[config.mk]
export PLATFORM = sky130hd
export DESIGN_NAME = nios2_oci_dct_packer
export DESIGN_NICKNAME = d
export VERILOG_FILES = /design/src/rtl/nios2_oci_dct_packer.sv
export SDC_FILE = /design/constraint.sdc
export NUM_CORES = 1
export LEC_CHECK = 0
export BUFFER_PORTS_ARGS = -buffer_cell sky130_fd_sc_hd__buf_2
export CORE_ASPECT_RATIO = 0.6
export CORE_UTILIZATION = 27
export DETAILED_ROUTE_END_ITERATION = 8
export PLACE_DENSITY = 0.44
export SYNTH_ARGS = -nofsm -noshare
export SYNTH_HDL_FRONTEND = slang
export SYNTH_SLANG_ARGS = --single-unit
[constraint.sdc]
create_clock -name clk -period 3.4 [get_ports clk]
set_input_delay 0.17 -clock clk [delete_from_list [all_inputs] [get_ports clk]]
set_output_delay 0.17 -clock clk [all_outputs]
set_load 0.005 [all_outputs]
[src/rtl/nios2_oci_dct_packer.sv]
// DCT trace-code packer: 2-bit codes into SLOTS-slot frames,
// one output register drained over a valid/ready handshake.
//
// Ports:
//   clk, reset_n          clock, async active-low reset
//   trc_on                trace enable, falling edge flushes
//   code_valid, code      incoming 2-bit DCT code
//   flush_req             close the current partial frame
//   frame_valid/ready     output handshake
//   frame_data/count      packed frame and its slot count
//   dct_buffer/count      live accumulator view
//   overflow, drop_count  dropped-code pulse and counter
module nios2_oci_dct_packer #(
  parameter int SLOTS  = 15,
  parameter int DROP_W = 8
) (
  input  logic                 clk,
  input  logic                 reset_n,
  input  logic                 trc_on,
  input  logic                 code_valid,
  input  logic [1:0]           code,
  input  logic                 flush_req,
  output logic                 frame_valid,
  input  logic                 frame_ready,
  output logic [2*SLOTS-1:0]   frame_data,
  output logic [$clog2(SLOTS+1)-1:0] frame_count,
  output logic [2*SLOTS-1:0]   dct_buffer,
  output logic [$clog2(SLOTS+1)-1:0] dct_count,
  output logic                 overflow,
  output logic [DROP_W-1:0]    drop_count
);

  localparam int FW = 2 * SLOTS;
  localparam int CW = $clog2(SLOTS + 1);

  typedef enum logic {
    FILL,
    STALL
  } state_t;

  state_t        state;
  logic          trc_on_q;
  logic          acc_code;
  logic          flush;
  logic          out_free;
  logic          full;
  logic          close;
  logic [FW-1:0] app_buf;
  logic [CW-1:0] app_cnt;
  logic [DROP_W-1:0] drop_nxt;

  assign acc_code = trc_on && code_valid;
  assign flush    = flush_req
                 || (trc_on_q && !trc_on);
  assign out_free = !frame_valid
                 || frame_ready;

  // accumulator contents including this
  // cycle's code, if any
  always_comb begin
    app_buf = dct_buffer;
    app_cnt = dct_count;
    for (int i = 0; i < SLOTS; i++) begin
      if (acc_code && dct_count == CW'(i))
        app_buf[2*i +: 2] = code;
    end
    if (acc_code)
      app_cnt = dct_count + CW'(1);
  end

  assign full  = (app_cnt == CW'(SLOTS));
  assign close = full
              || (flush && app_cnt != '0);

  assign drop_nxt = (drop_count == '1)
                  ? drop_count
                  : drop_count + DROP_W'(1);

  always_ff @(posedge clk or negedge reset_n) begin
    if (!reset_n) begin
      state       <= FILL;
      trc_on_q    <= 1'b0;
      frame_valid <= 1'b0;
      frame_data  <= '0;
      frame_count <= '0;
      dct_buffer  <= '0;
      dct_count   <= '0;
      overflow    <= 1'b0;
      drop_count  <= '0;
    end else begin
      trc_on_q <= trc_on;
      overflow <= 1'b0;
      unique case (state)
        FILL: begin
          if (close && out_free) begin
            frame_data  <= app_buf;
            frame_count <= app_cnt;
            frame_valid <= 1'b1;
            dct_buffer  <= '0;
            dct_count   <= '0;
          end else begin
            dct_buffer <= app_buf;
            dct_count  <= app_cnt;
            if (close)
              state <= STALL;
            else if (frame_ready)
              frame_valid <= 1'b0;
          end
        end
        STALL: begin
          // closed frame waits in the
          // accumulator; new codes are lost
          if (acc_code) begin
            overflow   <= 1'b1;
            drop_count <= drop_nxt;
          end
          if (out_free) begin
            frame_data  <= dct_buffer;
            frame_count <= dct_count;
            frame_valid <= 1'b1;
            dct_buffer  <= '0;
            dct_count   <= '0;
            state       <= FILL;
          end
        end
      endcase
    end
  end

endmodule

-- After elaboration in Yosys (flattened, before gate mapping)
Cells that the tools add are included.
- register bits after elaboration: 80
- bits of input ports: 8
- output and inout bits: 78
- word-level logic and storage cells: 101
- add/subtract/negate cells: 2
- equal/unequal tests: 20
- multiplexer cells: 39
- bitwise operators: 2
- reductions and logical operators: 29
- operator list (operator ; number):
    30-bit 2-to-1 mux ; 4
    30-bit case mux with 2 select lines ; 2
    4-bit equality test, second input constant ; 8
    2-bit 2-to-1 mux ; 15
    4-bit 2-to-1 mux ; 5
    1-bit logical AND ; 19
    4-bit by 3-bit equality test with 1-bit output, second input constant ; 4
    4-bit case mux with 2 select lines ; 2
    1-bit 2-to-1 mux ; 9
    8-bit by 1-bit adder with 8-bit output, second input constant ; 1
    4-bit by 2-bit equality test with 1-bit output, second input constant ; 2
    8-bit equality test, second input constant ; 1
    3-bit != test, second input constant ; 2
    3-bit AND reduction ; 2
    4-bit by 1-bit adder with 4-bit output, second input constant ; 1
    4-bit by 1-bit equality test with 1-bit output, second input constant ; 1
    4-bit zero test ; 1
    1-bit case mux with 2 select lines ; 2
    4-bit nonzero test ; 1
    1-bit logical OR ; 3
    1-bit zero test ; 2
    2-bit by 1-bit != test with 1-bit output, second input constant ; 1
    2-bit != test, second input constant ; 1
    1-bit NOT ; 2
    2-bit AND reduction ; 1

-- Logic depth before layout (Yosys ltp)
- depth after elaboration: 8
- depth in mapped cells: 9
- mapped depth without buffers: 7

-- Worst setup path before layout
Ideal clock, no wire load.
- path type: reg-to-reg
- from: register dct_count[0]
- to: register frame_count[0]
- data arrival time: 2.437 ns
- path slack: 0.838 ns
- stages on the path, launching flop included: 9
- path buffers: 1
- cells stage by stage: dfrtp_1 -> inv_1 -> ha_1 -> and4b_2 -> a31oi_1 -> o21ai_1 -> a221oi_4 -> buf_6 -> mux2_4
- word-level cells in the longest chain between the ends: 8
- ends and longest elaborated chain (element ; RTL line ; RTL):
    start, declared ; 28 ; output logic [$clog2(SLOTS+1)-1:0] dct_count,
    start signal, assigned ; 103 ; dct_count <= app_cnt;
    4-bit by 1-bit adder with 4-bit output ; 68 ; app_cnt = dct_count + CW'(1);
    4-bit 2-to-1 mux ; 67 ; if (acc_code)
    4-bit nonzero test ; 73 ; || (flush && app_cnt != '0);
    1-bit logical AND ; 73 ;
    1-bit logical OR ; 73 ;
    1-bit logical AND ; 95 ; if (close && out_free) begin
    2-bit != test (no line) ; - ;
    2-bit AND reduction (no line) ; - ;
    end signal, assigned ; 97 ; frame_count <= app_cnt;
    end signal, assigned ; 119 ; frame_count <= dct_count;
    end, declared ; 26 ; output logic [$clog2(SLOTS+1)-1:0] frame_count,
Several ways; a longest one is shown, not always the timed one. The select of a mux whose other input is x is not followed.
A chain may end at the register's enable or synchronous reset.

-- Worst setup path after layout
- from: register dct_count[0]
- to: register frame_data[3]
- word-level cells in the longest chain between the ends: 8
- ends and longest elaborated chain (element ; RTL line ; RTL):
    4-bit by 1-bit adder with 4-bit output ; 68 ;
    4-bit 2-to-1 mux ; 67 ;
    4-bit nonzero test ; 73 ;
    1-bit logical AND ; 73 ;
    1-bit logical OR ; 73 ;
    1-bit logical AND ; 95 ;
    2-bit != test (no line) ; - ;
    2-bit AND reduction (no line) ; - ;
    end signal, assigned ; 96 ; frame_data <= app_buf;
    end signal, assigned ; 118 ; frame_data <= dct_buffer;
    end, declared ; 25 ; output logic [2*SLOTS-1:0] frame_data,
Several ways; a longest one is shown, not always the timed one. The select of a mux whose other input is x is not followed.

==> flow_metrics.tcl <==
set metrics [dict create \
    num_antenna_cells 0 \
    cp_slowest_cell "dfrtp_1" \
    p_leak_nw 2.699 \
    critPathArrivalTime_ns 3.14 \
    synth_area_sq_um 4436 \
    outcome "finished clean" \
    antenna_found_initial 0 \
    maxSlewViolCount 0 \
    routed.top_layer "met4" \
    final_common_cell "buf_2" \
    routed_wl_um 11650 \
    final_core_util_pct 33.74 \
    final_cell_mix "buf_2 (84), dfrtp_1 (80), mux2_2 (63)" \
    critPathBufInv 2 \
    clockBufferDepth 2 \
    design_power_total_mw 3.016 \
    drt.antenna.violating_nets 0 \
    finClkSkew_ns 0.006932 \
    rows 35 \
    drt_pass1_iterations 5 \
    ys_top_cells_by_area "dfrtp_1 (45%), mux2_2 (16%), mux2_4 (10%), a22oi_1 (4.9%), nor2_1 (4.3%)" \
    tightest_slew_ns 1.058 \
    setup_viol 0 \
    m1WireLength_um 6123 \
    nets 471 \
    h-tree-depth 3 \
    ys_seq_elements 80 \
    synth_area_per_cell_sq_um 11.67 \
    wire_per_inst_um 17.57 \
    power_per_cell_area_nw_per_um2 570.1 \
    cts_tree "yes" \
    avgViaCountPerCell 4.781 \
    layout_min_cycle_time_ns 2.930 \
    combPwrFrac_pct 29.9 \
    finalCritPeriodShare_pct 86.18 \
    timing.fmax_mhz 341.3 \
    cts_buffers 9 \
    relSlewSlack_pct 29.44 \
    clkLatencyLatePin_ns 0.33 \
    setup_tns_ns 0 \
    die_x_um 167.5 \
    seq_area_frac_synth_pct 45.13 \
    numPortBuffers 85 \
    p_sw_mw 0.9900 \
    cpPeakStageDelay_ns 0.51 \
    drive_gt1_share_pct 45.43 \
    netlist_instances 380 \
    hp-class "in -> async" \
    start_kind "register" \
    synth.distinct_cells 44 \
    synthArstFlopShare_pct 100.0 \
    pwr-share-clk_pct 31.3 \
    synth_nets 393 \
    met2_length_um 4836 \
    start_util_pct 28.29 \
    switching_share_pct 32.83 \
    drc 0 \
    grt_pass1_wl_um 18460 \
    grt.total_usage_pct 14.42 \
    path_cells "inv_1 > ha_1 > and4b_2 > a31oi_1 > o21ai_1 > a221oi_4 > buf_4 > mux2_2" \
    numClockSinks 80 \
    vias 3170 \
    clk_pin_slew_worst_paths_ns 0.06 \
    p_int_mw 2.026 \
    die_h_um 101.3 \
    postCtsResizedCells 0 \
    rsz0062_at_grt "false" \
    pwr-share-seq_pct 38.8 \
    critPathMaxFanout 23 \
    core_area_sq_um 15680 \
    synth-edff-count 0 \
    gp_congestion 0.7495 \
    first_global_vias 3170 \
    cp.required_ns 3.61 \
    grt_overflow 0 \
    setup.worst_path.class "reg -> reg" \
    dieArea_sq_um 16960 \
    drt_iter0_drc 196 \
    critPathTopFamily "compound AO/OA/AOI/OAI gates" \
    fill_cells 1585 \
    ir_worst_vdd_mv 0.2316 \
    hold_violations 0 \
    final_area_sq_um 5290 \
    grt_max_degree 81 \
    root_buffer "clkbuf_16" \
    io_pins 86 \
    place.detailed.hpwl_um 8094 \
    endpoint_kind "register" \
    cts_hold_buf 0 \
    synth_top_cell_by_area "dfrtp_1" \
    yosys_warnings 0 \
    place_area_sq_um 5014 \
    yosysTopAreaCellShare_pct 45.13 \
    wl_met3_um 504 \
    area_growth_pct 19.27 \
    synth_ff_type "dfrtp_1" \
    maxCapViolations 0 \
    post-cts-setup-buffer-count 0 \
]
[worst reg2reg max path: stages, from the launching register on]
cell	delay, ns
dfrtp_1	0.51
inv_1	0.21
ha_1	0.38
and4b_2	0.23
a31oi_1	0.20
o21ai_1	0.16
a221oi_4	0.30
buf_4	0.43
mux2_2	0.40
[flip-flops by register name, indices dropped and copies added (netlist names)]
signal	cells
dct_buffer	30
dct_count	4
drop_count	8
frame_count	4
frame_data	30
frame_valid	1
overflow	1
state	1
trc_on_q	1
[kinds of logic after synthesis]
family / synth area share, %
simple gates: 11.62
buf+inv: 4.090
compound gates: 8.801
xor+xnor: 2.793
flops: 45.13
fa+ha+maj: 1.410
mux: 26.15
[metal layers]
metal	GRT usage, %	vias to the layer above
met3	3.751	13
met1	20.80	1571
met2	20.74	77
met4	5.011	0
li1	-	1509
met5	0	-
[layout make-up]
type | count | area, sq um | share of cell area, %
Clock buffer | 12 | 246.5 | 4.659
Clock inverter | 1 | 30.03 | 0.5676
Inverter | 4 | 15.01 | 0.2838
Multi-Input combinational cell | 270 | 2255 | 42.62
Sequential cell | 80 | 2002 | 37.84
Tap cell | 203 | 254.0 | 4.801
Timing Repair Buffer | 93 | 488.0 | 9.224
[synthesized netlist by cell type (all sizes together) (4+ instances only)]
cell    number
ha           5
buf         11
nand3        8
and3         7
xor2         4
a21oi        5
nor3         4
nor2        51
nand2       28
mux2        93
clkbuf      15
dfrtp       80
xnor2        8
a22oi       29
[path summary, 6_finish.rpt]
path	endpoint	cells after the start	slack (ns)	from
max in group asynchronous	dct_buffer[18]	1	2.70	reset_n
worst max register to register	frame_data[3]	8	0.47	dct_count[0]
worst max-delay path	frame_data[3]	8	0.47	dct_count[0]
worst min register to register	drop_count[6]	1	0.50	drop_count[6]
worst min-delay path	frame_data[1]	1	0.03	reset_n
min in group clk	trc_on_q	1	0.09	trc_on
[metrics by stage]
stage                     hold slack [ns]  instances  worst slack [ns]
after global routing              0.09172        663            0.3260
after floorplan                   -0.1256        380            0.8382
after CTS                         0.07721        663            0.4586
after global placement             0.4283        650            0.5999
after detailed placement           0.4411        650            0.4693
final                             0.02684        663            0.4699
[power groups by stage]
stage	registers (mW)	clock network, mW	logic [mW]
floorplan	1.17	0	0.648
global placement	1.18	0	0.898
detailed placement	1.19	0	0.915
CTS	1.17	0.976	0.919
global route	1.19	1.02	0.984
finish	1.17	0.944	0.901
(Power assumes the default switching activity.)
